--- config.mk ---
export PLATFORM = sky130hd
export DESIGN_NAME = jt89_wrseq
export DESIGN_NICKNAME = d
export VERILOG_FILES = /design/src/rtl/jt89_wrseq.sv
export SDC_FILE = /design/constraint.sdc
export NUM_CORES = 1
export LEC_CHECK = 0
export ABC_AREA = 1
export BUFFER_PORTS_ARGS = -buffer_cell sky130_fd_sc_hd__buf_2
export CORE_ASPECT_RATIO = 1.75
export CORE_MARGIN = 2
export CORE_UTILIZATION = 57
export CTS_CLUSTER_DIAMETER = 120
export DETAILED_ROUTE_END_ITERATION = 12
export PLACE_DENSITY = 0.73
export REMOVE_ABC_BUFFERS = 1
export SLEW_MARGIN = 25
export SYNTH_ARGS = -nofsm -noshare
export SYNTH_HDL_FRONTEND = slang
export SYNTH_SLANG_ARGS = --single-unit
--- constraint.sdc ---
create_clock -name clk -period 6.6 [get_ports clk]
set_input_delay 0.33 -clock clk [delete_from_list [all_inputs] [get_ports clk]]
set_output_delay 0.33 -clock clk [all_outputs]
set_load 0.05 [all_outputs]
--- src/rtl/jt89_wrseq.sv ---
// rtl/jt89_wrseq.sv - SN76489 write-port sequencer: request FIFO feeding a wr_n/din byte serializer
// Requests are queued at clk rate; the serializer only advances on clken ticks.
module jt89_wrseq #(
  parameter int WR_CYCLES  = 2,
  parameter int GAP_CYCLES = 1,
  parameter int AW         = 2
) (
  input  logic        clk,
  input  logic        rst,
  input  logic        clken,
  input  logic        req_valid,
  output logic        req_ready,
  input  logic [1:0]  req_ch,
  input  logic        req_vol,
  input  logic [9:0]  req_data,
  output logic        wr_n,
  output logic [7:0]  din,
  output logic        busy,
  output logic [AW:0] level
);

  localparam int DEPTH = 1 << AW;
  localparam int CW    = 16;
  localparam logic [CW-1:0] WR_LOAD    = CW'(WR_CYCLES - 1);
  localparam logic [CW-1:0] GAP_LOAD   = CW'(GAP_CYCLES - 1);
  localparam logic [AW:0]   FULL_LEVEL = (AW+1)'(DEPTH);

  typedef enum logic [2:0] {
    S_IDLE,
    S_LATCH,
    S_GAP1,
    S_DATA,
    S_GAP2
  } state_t;

  logic [12:0]   mem_q [DEPTH];
  logic [AW-1:0] wr_ptr_q, wr_ptr_d;
  logic [AW-1:0] rd_ptr_q, rd_ptr_d;
  logic [AW:0]   level_q, level_d;

  state_t        state_q, state_d;
  logic [CW-1:0] cnt_q, cnt_d;
  logic          wr_n_q, wr_n_d;
  logic [7:0]    din_q, din_d;
  logic [7:0]    data_byte_q, data_byte_d;
  logic          two_q, two_d;

  logic          full, empty, push, pop;
  logic [12:0]   head;
  logic [1:0]    head_ch;
  logic          head_vol;
  logic [9:0]    head_data;

  always_comb begin
    full      = (level_q == FULL_LEVEL);
    empty     = (level_q == '0);
    push      = req_valid && !full;
    pop       = clken && (state_q == S_IDLE) && !empty;
    head      = mem_q[rd_ptr_q];
    head_ch   = head[12:11];
    head_vol  = head[10];
    head_data = head[9:0];

    wr_ptr_d = wr_ptr_q;
    rd_ptr_d = rd_ptr_q;
    level_d  = level_q;
    if (push) wr_ptr_d = wr_ptr_q + AW'(1);
    if (pop)  rd_ptr_d = rd_ptr_q + AW'(1);
    case ({push, pop})
      2'b10:   level_d = level_q + (AW+1)'(1);
      2'b01:   level_d = level_q - (AW+1)'(1);
      default: level_d = level_q;
    endcase
  end

  // The data byte and its two-byte flag are captured at pop time so the FIFO slot is free immediately.
  always_comb begin
    state_d     = state_q;
    cnt_d       = cnt_q;
    wr_n_d      = wr_n_q;
    din_d       = din_q;
    data_byte_d = data_byte_q;
    two_d       = two_q;
    if (clken) begin
      case (state_q)
        S_IDLE: begin
          if (!empty) begin
            din_d       = {1'b1, head_ch, head_vol, head_data[3:0]};
            data_byte_d = {2'b00, head_data[9:4]};
            two_d       = !head_vol && (head_ch != 2'd3);
            wr_n_d      = 1'b0;
            cnt_d       = WR_LOAD;
            state_d     = S_LATCH;
          end
        end
        S_LATCH, S_DATA: begin
          if (cnt_q == '0) begin
            wr_n_d  = 1'b1;
            cnt_d   = GAP_LOAD;
            state_d = (state_q == S_LATCH) ? S_GAP1 : S_GAP2;
          end else begin
            cnt_d = cnt_q - CW'(1);
          end
        end
        S_GAP1: begin
          if (cnt_q == '0) begin
            if (two_q) begin
              din_d   = data_byte_q;
              wr_n_d  = 1'b0;
              cnt_d   = WR_LOAD;
              state_d = S_DATA;
            end else begin
              state_d = S_IDLE;
            end
          end else begin
            cnt_d = cnt_q - CW'(1);
          end
        end
        S_GAP2: begin
          if (cnt_q == '0) state_d = S_IDLE;
          else             cnt_d   = cnt_q - CW'(1);
        end
        default: state_d = S_IDLE;
      endcase
    end
  end

  always_ff @(posedge clk) begin
    if (push) mem_q[wr_ptr_q] <= {req_ch, req_vol, req_data};
  end

  always_ff @(posedge clk or posedge rst) begin
    if (rst) begin
      wr_ptr_q    <= '0;
      rd_ptr_q    <= '0;
      level_q     <= '0;
      state_q     <= S_IDLE;
      cnt_q       <= '0;
      wr_n_q      <= 1'b1;
      din_q       <= 8'h00;
      data_byte_q <= 8'h00;
      two_q       <= 1'b0;
    end else begin
      wr_ptr_q    <= wr_ptr_d;
      rd_ptr_q    <= rd_ptr_d;
      level_q     <= level_d;
      state_q     <= state_d;
      cnt_q       <= cnt_d;
      wr_n_q      <= wr_n_d;
      din_q       <= din_d;
      data_byte_q <= data_byte_d;
      two_q       <= two_d;
    end
  end

  assign req_ready = !full;
  assign wr_n      = wr_n_q;
  assign din       = din_q;
  assign level     = level_q;
  assign busy      = (state_q != S_IDLE) || (level_q != '0);

endmodule

# ---- Word-level counts from Yosys, hierarchy flattened
# Memories as Yosys holds them, arrays and structs flattened.
# Index checks and enable logic that the tools add are counted.
dict set report totals {
  register_bits 42
  ram_bits 52
  input_bits 17
  out_inout_bits 14
  elab_cells 79
  n_memories 1
}
# name depth width read_ports rd_clocked_by_memory_dff wr line
set mem_list {}
lappend mem_list {mem_q 4 13 1 0 1 36} ;# logic [12:0] mem_q [DEPTH];
dict set report op_classes {
  addsub 5
  n_eq_ne 15
  muxes 25
  bitwise 1
  n_reduce_logical 23
}
# operator count
set op_table {}
lappend op_table {{$mux 16} 5}
lappend op_table {{$pmux 16 s4} 1}
lappend op_table {{$mux 8} 3}
lappend op_table {{$logic_not 16->1} 1}
lappend op_table {{$pmux 8 s2} 1}
lappend op_table {{$sub 16x1->16 const B} 1}
lappend op_table {{$mux 3} 5}
lappend op_table {{$reduce_and 5->1} 3}
lappend op_table {{$ne 2x2->1 const B} 7}
lappend op_table {{$pmux 3 s4} 1}
lappend op_table {{$reduce_bool 3->1} 3}
lappend op_table {{$eq 3x2->1 const B} 2}
lappend op_table {{$eq 3x3->1 const B} 2}
lappend op_table {{$logic_not 3->1} 2}
lappend op_table {{$mux 1} 6}
lappend op_table {{$pmux 3 s2} 1}
lappend op_table {{$reduce_and 6->1} 1}
lappend op_table {{$add 2x1->2 const B} 2}
lappend op_table {{$logic_and 1x1->1} 4}
lappend op_table {{$reduce_bool 2->1} 2}
lappend op_table {{$reduce_bool 4->1} 1}
lappend op_table {{$add 3x1->3 const B} 1}
lappend op_table {{$eq 3x1->1 const B} 1}
lappend op_table {{$logic_not 1->1} 3}
lappend op_table {{other kinds (10)} 10}

# ---- Logic depth before layout (Yosys ltp)
dict set report depth {
  ltp_word 5
  mapped_depth 11
  mapped_depth_nobuf 11
}

# ---- Worst setup path after synthesis
# Ideal clock, no wire load.
dict set report synth_timing {
  path_kind {register to register}
  start {register level_q[2], in the netlist level[2]}
  end {register level_q[2], in the netlist level[2]}
  setup_ns 0.142
  t_arrival_ns 2.604
  required_ns 6.458
  path_slack_ns 3.853
  path_stages_with_launch 12
  n_path_buf 1
  period_less_slack_ns 2.747
  cell_sequence {dfrtp_1 nor3_1 nand2_1 nand2_2 nor3_2 buf_4 ha_1 inv_1 fa_1 a21oi_1 o21ai_0 xnor2_1}
}
dict set report synth_via {
  elab_chain_len 5
  elab_cells_between_ends 12
  cone_classes {2 x add/sub; 3 x eq/ne; 1 x mux; 6 x reduce/logical}
}
# element line
set synth_rtl {}
lappend synth_rtl {{start, declared} 39} ;# logic [AW:0] level_q, level_d;
lappend synth_rtl {{start signal, assigned} 146} ;# level_q <= level_d;
lappend synth_rtl {{$logic_not 3->1 (*)} 56} ;# empty = (level_q == '0);
lappend synth_rtl {{$logic_not 1->1 (*)} --}
lappend synth_rtl {{$logic_and 1x1->1 (*)} 58} ;# pop = clken && (state_q == S_IDLE) && !empty;
lappend synth_rtl {{net pop} 48} ;# logic full, empty, push, pop;
lappend synth_rtl {{$eq 2x1->1 / $eq 2x2->1 (equally long branches)} 69} ;# case ({push, pop})
lappend synth_rtl {{$pmux 3 s2 / $reduce_bool 2->1 (equally long branches)} --}
# Mark *: on every way through the listed nets, which the timed path passes. The rest lies on a longest branch.
# A chain may end at the register's enable or synchronous reset.

# ---- Final worst setup path
dict set report layout_timing {
  start {register state_q[2]}
  end {register level_q[2], in the netlist level[2]}
}
dict set report layout_via {
  elab_chain_len 5
  elab_cells_between_ends 7
  cone_classes {2 x eq/ne; 1 x mux; 4 x reduce/logical}
}
# element line
set layout_rtl {}
lappend layout_rtl {{start, declared} 41} ;# state_t state_q, state_d;
lappend layout_rtl {{start signal, assigned} 147} ;# state_q <= state_d;
lappend layout_rtl {{$logic_not 3->1 (*)} 58}
lappend layout_rtl {{$logic_and 1x1->1 (*) (2 in a row)} 58}
lappend layout_rtl {{$eq 2x1->1 / $eq 2x2->1 (equally long branches)} 69}
lappend layout_rtl {{$pmux 3 s2 / $reduce_bool 2->1 (equally long branches)} --}
# Mark *: on every way between the ends. The rest lies on a longest branch, timed or not.

==> summary by stage <==
CTS
The TritonCTS clock tree is done. The number of buffers inserted during clock tree synthesis is 9. Clock latency on the worst-skew pair, taken at its later pin, is 0.34 ns.

The maximum buffer depth of the clock tree is 2. After clock tree synthesis, the clock-pin slew on the worst setup and hold paths is 0.06 ns. In this run, post-CTS repair resized a total of 0 instances.

CTS placed an instance of sky130_fd_sc_hd__clkbuf_16 at the clock tree root. Hold repair after CTS inserted 0 buffers. The clock sink count is 94. After clock tree synthesis, the setup repair step added 0 buffers. The number of levels the H-tree was split into is 3.

Worst setup path
The category of the worst setup path capture point is a flop. The arrival time at the worst endpoint is 3.01 ns. The critical path class is flop to flop. The required time at the worst-slack endpoint is 6.83 ns.

The worst setup path is launched from a flop. For this design, the slowest cell found on the critical path is sky130_fd_sc_hd__nor3_2. The largest incremental delay on the critical path is 0.64 ns.

The critical path goes through nor2_2 > nand2_2 > inv_2 > nor3_2 > ha_1 > inv_1 > fa_1 > a21oi_1 > o21ai_0 > xnor2_1. The biggest fanout along the worst timing path is 13.

Synthesis
Synthesis produced 476 cells. In the post-synthesis netlist, the biggest area contributors are sky130_fd_sc_hd__edfxtp_1 35%, sky130_fd_sc_hd__dfrtp_1 23%, sky130_fd_sc_hd__nand2_1 10%. The average instance in the mapped netlist occupies 9.339 um2. After synthesis, the netlist uses 37 different library cells. Of the post-synthesis cell area, the dominant cell type holds 35.13%. The count of state elements after synthesis is 94.

Of the synthesized area, sequential elements account for 58.80%. For this run, the number of Yosys warnings is 0. The summed instance area of the synthesized netlist is 4446 um2. sky130_fd_sc_hd__edfxtp_1 takes more of the synthesized area than any other cell.

Layout
The number of nets in the final layout is 534. The most common library cell in the layout ignoring fill and taps is sky130_fd_sc_hd__nand2_1. Across the whole layout, storage elements account for 2614 um2. The combined area of the multi-input logic cells is 1579 um2. In the final layout, the share of cells above drive strength 1 is 13.04%. The filler cell count in the final layout is 603. The final antenna diode count is 0. From synthesis to final layout, the design area changed by 11.57%. The top cell types in the final layout, fill and taps aside, are 122 x sky130_fd_sc_hd__nand2_1, 60 x sky130_fd_sc_hd__nor2_1, 52 x sky130_fd_sc_hd__edfxtp_1, 41 x sky130_fd_sc_hd__dfrtp_1, 40 x sky130_fd_sc_hd__inv_1.

Timing
Setup violations remaining at the end of the flow were counted as 0. The final hold violation count is 0. The clock period minus worst slack is 2.781 ns.

Setup total negative slack on the finished layout was measured at 0 ns. The final worst slack is 3.819 ns. Across the routed clock network, the largest skew measured is 0.005923 ns. Setup repair after global routing left no endpoint under its margin. The number of pins exceeding their max-slew limit in the final report is 0. The part of the cycle the worst path needs is 42.13%. At the pin with the least slew margin, the transition time is 0.9104 ns. The peak clock frequency supported by timing is 359.6 MHz.

The worst slew margin relative to its limit is 39.31%.

Die
The die covers 8550 um2. The placeable core region is 7567 um2. The initial standard-cell utilization of the core is 58.75%.

The floorplan has 42 rows. The height of the die is 120.8 um. 31 I/O pins were placed. The width of the die is 70.76 um.

Global route
After global routing the overflow that remains totals 0. The via count of the first global-routing pass was 3,199. The global-route wire length before repair is 14,340 um. Global routing consumed, over all layers together, 22.37% of the routing resources. The number of antenna violations at the first check in global routing is 0. Entering global routing, the biggest net connects 43 pins.

Routing
The total vias in the final route is 3,264. After detailed routing, the average wire length per cell comes to 14.94 um. The antenna violation net count after detailed routing is 0. The mean number of vias per cell is 5.422. The iteration count of the initial detailed-routing pass is 4. The sum of routed wire length over all layers is 8994 um.

The detailed-route DRC error count is 0. In this run, the number of DRC markers left after iteration 0 of detailed routing was 170.

Flow run
The tool flagged a number of max-cap violations equal to 0.

Placement
The worst setup slack before clock tree synthesis is 3.807 ns. Once detailed placement completed, the half-perimeter wirelength came to 6438 um. The routability congestion estimate is 0.9438. Input and output buffers added on the ports amount to 30.

Pwr
The analysis attributes to cell leakage a power of 0.002229 uW. Summing internal, switching and leakage power gives 2650 uW. The maximum resistive drop on vdd is 0.3474 mV. The power density relative to cell area is 534.3 nW/um2.

Run status
The flow ran to the end, and the final reports show no timing, DRC or antenna violations.

Worst hold path
In this run the worst hold path is classified as primary input to async pin.
[power breakdown]
part	internal (uW)	total [uW]	switching [uW]	leakage, uW
clock network	295	505	210	0.000139
registers	809	950	141	0.00101
logic	358	1190	837	0.00108
total	1460	2650	1190	0.00223
[state kept, by name (all words and copies together), names as in the netlist, 2 cells and up]
name / cells
state_q: 3
din: 8
rd_ptr_q: 2
wr_ptr_q: 2
data_byte_q: 6
mem_q: 52
cnt_q: 16
level: 3
[final cells by class]
type	count	area share, %
Multi-Input combinational cell	323	31.84
Clock inverter	6	1.362
Clock buffer	10	4.617
Tap cell	88	2.220
Inverter	46	3.481
Sequential cell	94	52.70
Timing Repair Buffer	35	3.784
[worst paths after layout]
path,start,endpoint,cells past startpoint,slack [ns]
max reg2reg,state_q[2],level[2],10,3.82
max in group asynchronous,rst,wr_n,3,6.11
min reg2reg,din[7],din[7],2,0.46
min,rst,cnt_q[3],3,0.11
min in group clk,req_data[5],mem_q[0][5],1,0.20
max,state_q[2],level[2],10,3.82
[worst max-delay path, delay by kind of cell (launching register included)]
family	cells	cell delay [ns]
and+or+nand+nor	3	0.95
AOI/OAI and AO/OA	2	0.25
xor gates and xnor gates	1	0.13
DFF	1	0.46
adders and majority gates	2	0.65
buffers and inverters	2	0.22
[cells in the mapped netlist, drive strengths merged]
library cell,n
nand2,126
nor2,66
edfxtp,52
inv,44
o21ai,43
dfrtp,41
nand3,37
buf,8
nand4,8
ha,7
o22ai,7
xor2,7
clkbuf,5
a21oi,4
nor3,4
o211ai,4
xnor2,4
clkinv,2
a21boi,1
a32o,1
dfstp,1
fa,1
nand3b,1
o21a,1
o21bai,1
[per-layer routing]
layer,up-vias,global-route usage [%],share of wire (%)
li1,1644,-,-
met1,1524,20.93,34
met2,72,42.70,59
met3,24,4.500,3.3
met4,0,13.68,3.7
met5,-,0,0
[kinds of logic after synthesis]
| group | Yosys count | share of synthesized area (%) |
|---|---|---|
| AND/OR/NAND/NOR | 242 | 23.25 |
| flip-flops | 94 | 58.80 |
| AO/OA/AOI/OAI | 62 | 7.684 |
| buffers and inverters | 59 | 5.685 |
| adder cells (fa/ha/maj) | 8 | 2.420 |
| XOR/XNOR | 11 | 2.167 |
[through the flow]
stage	std cells	utilization [%]	cell area, um2	hold slack [ns]
after floorplan	463	-	4365	0.4289
after global placement	586	61.62	4663	0.4483
after detailed placement	586	61.62	4663	0.4537
after CTS	602	65.54	4960	0.1239
after global routing	602	65.54	4960	0.1681
final	602	65.54	4960	0.1143
No activity file was read; power rests on OpenSTA's default activity.
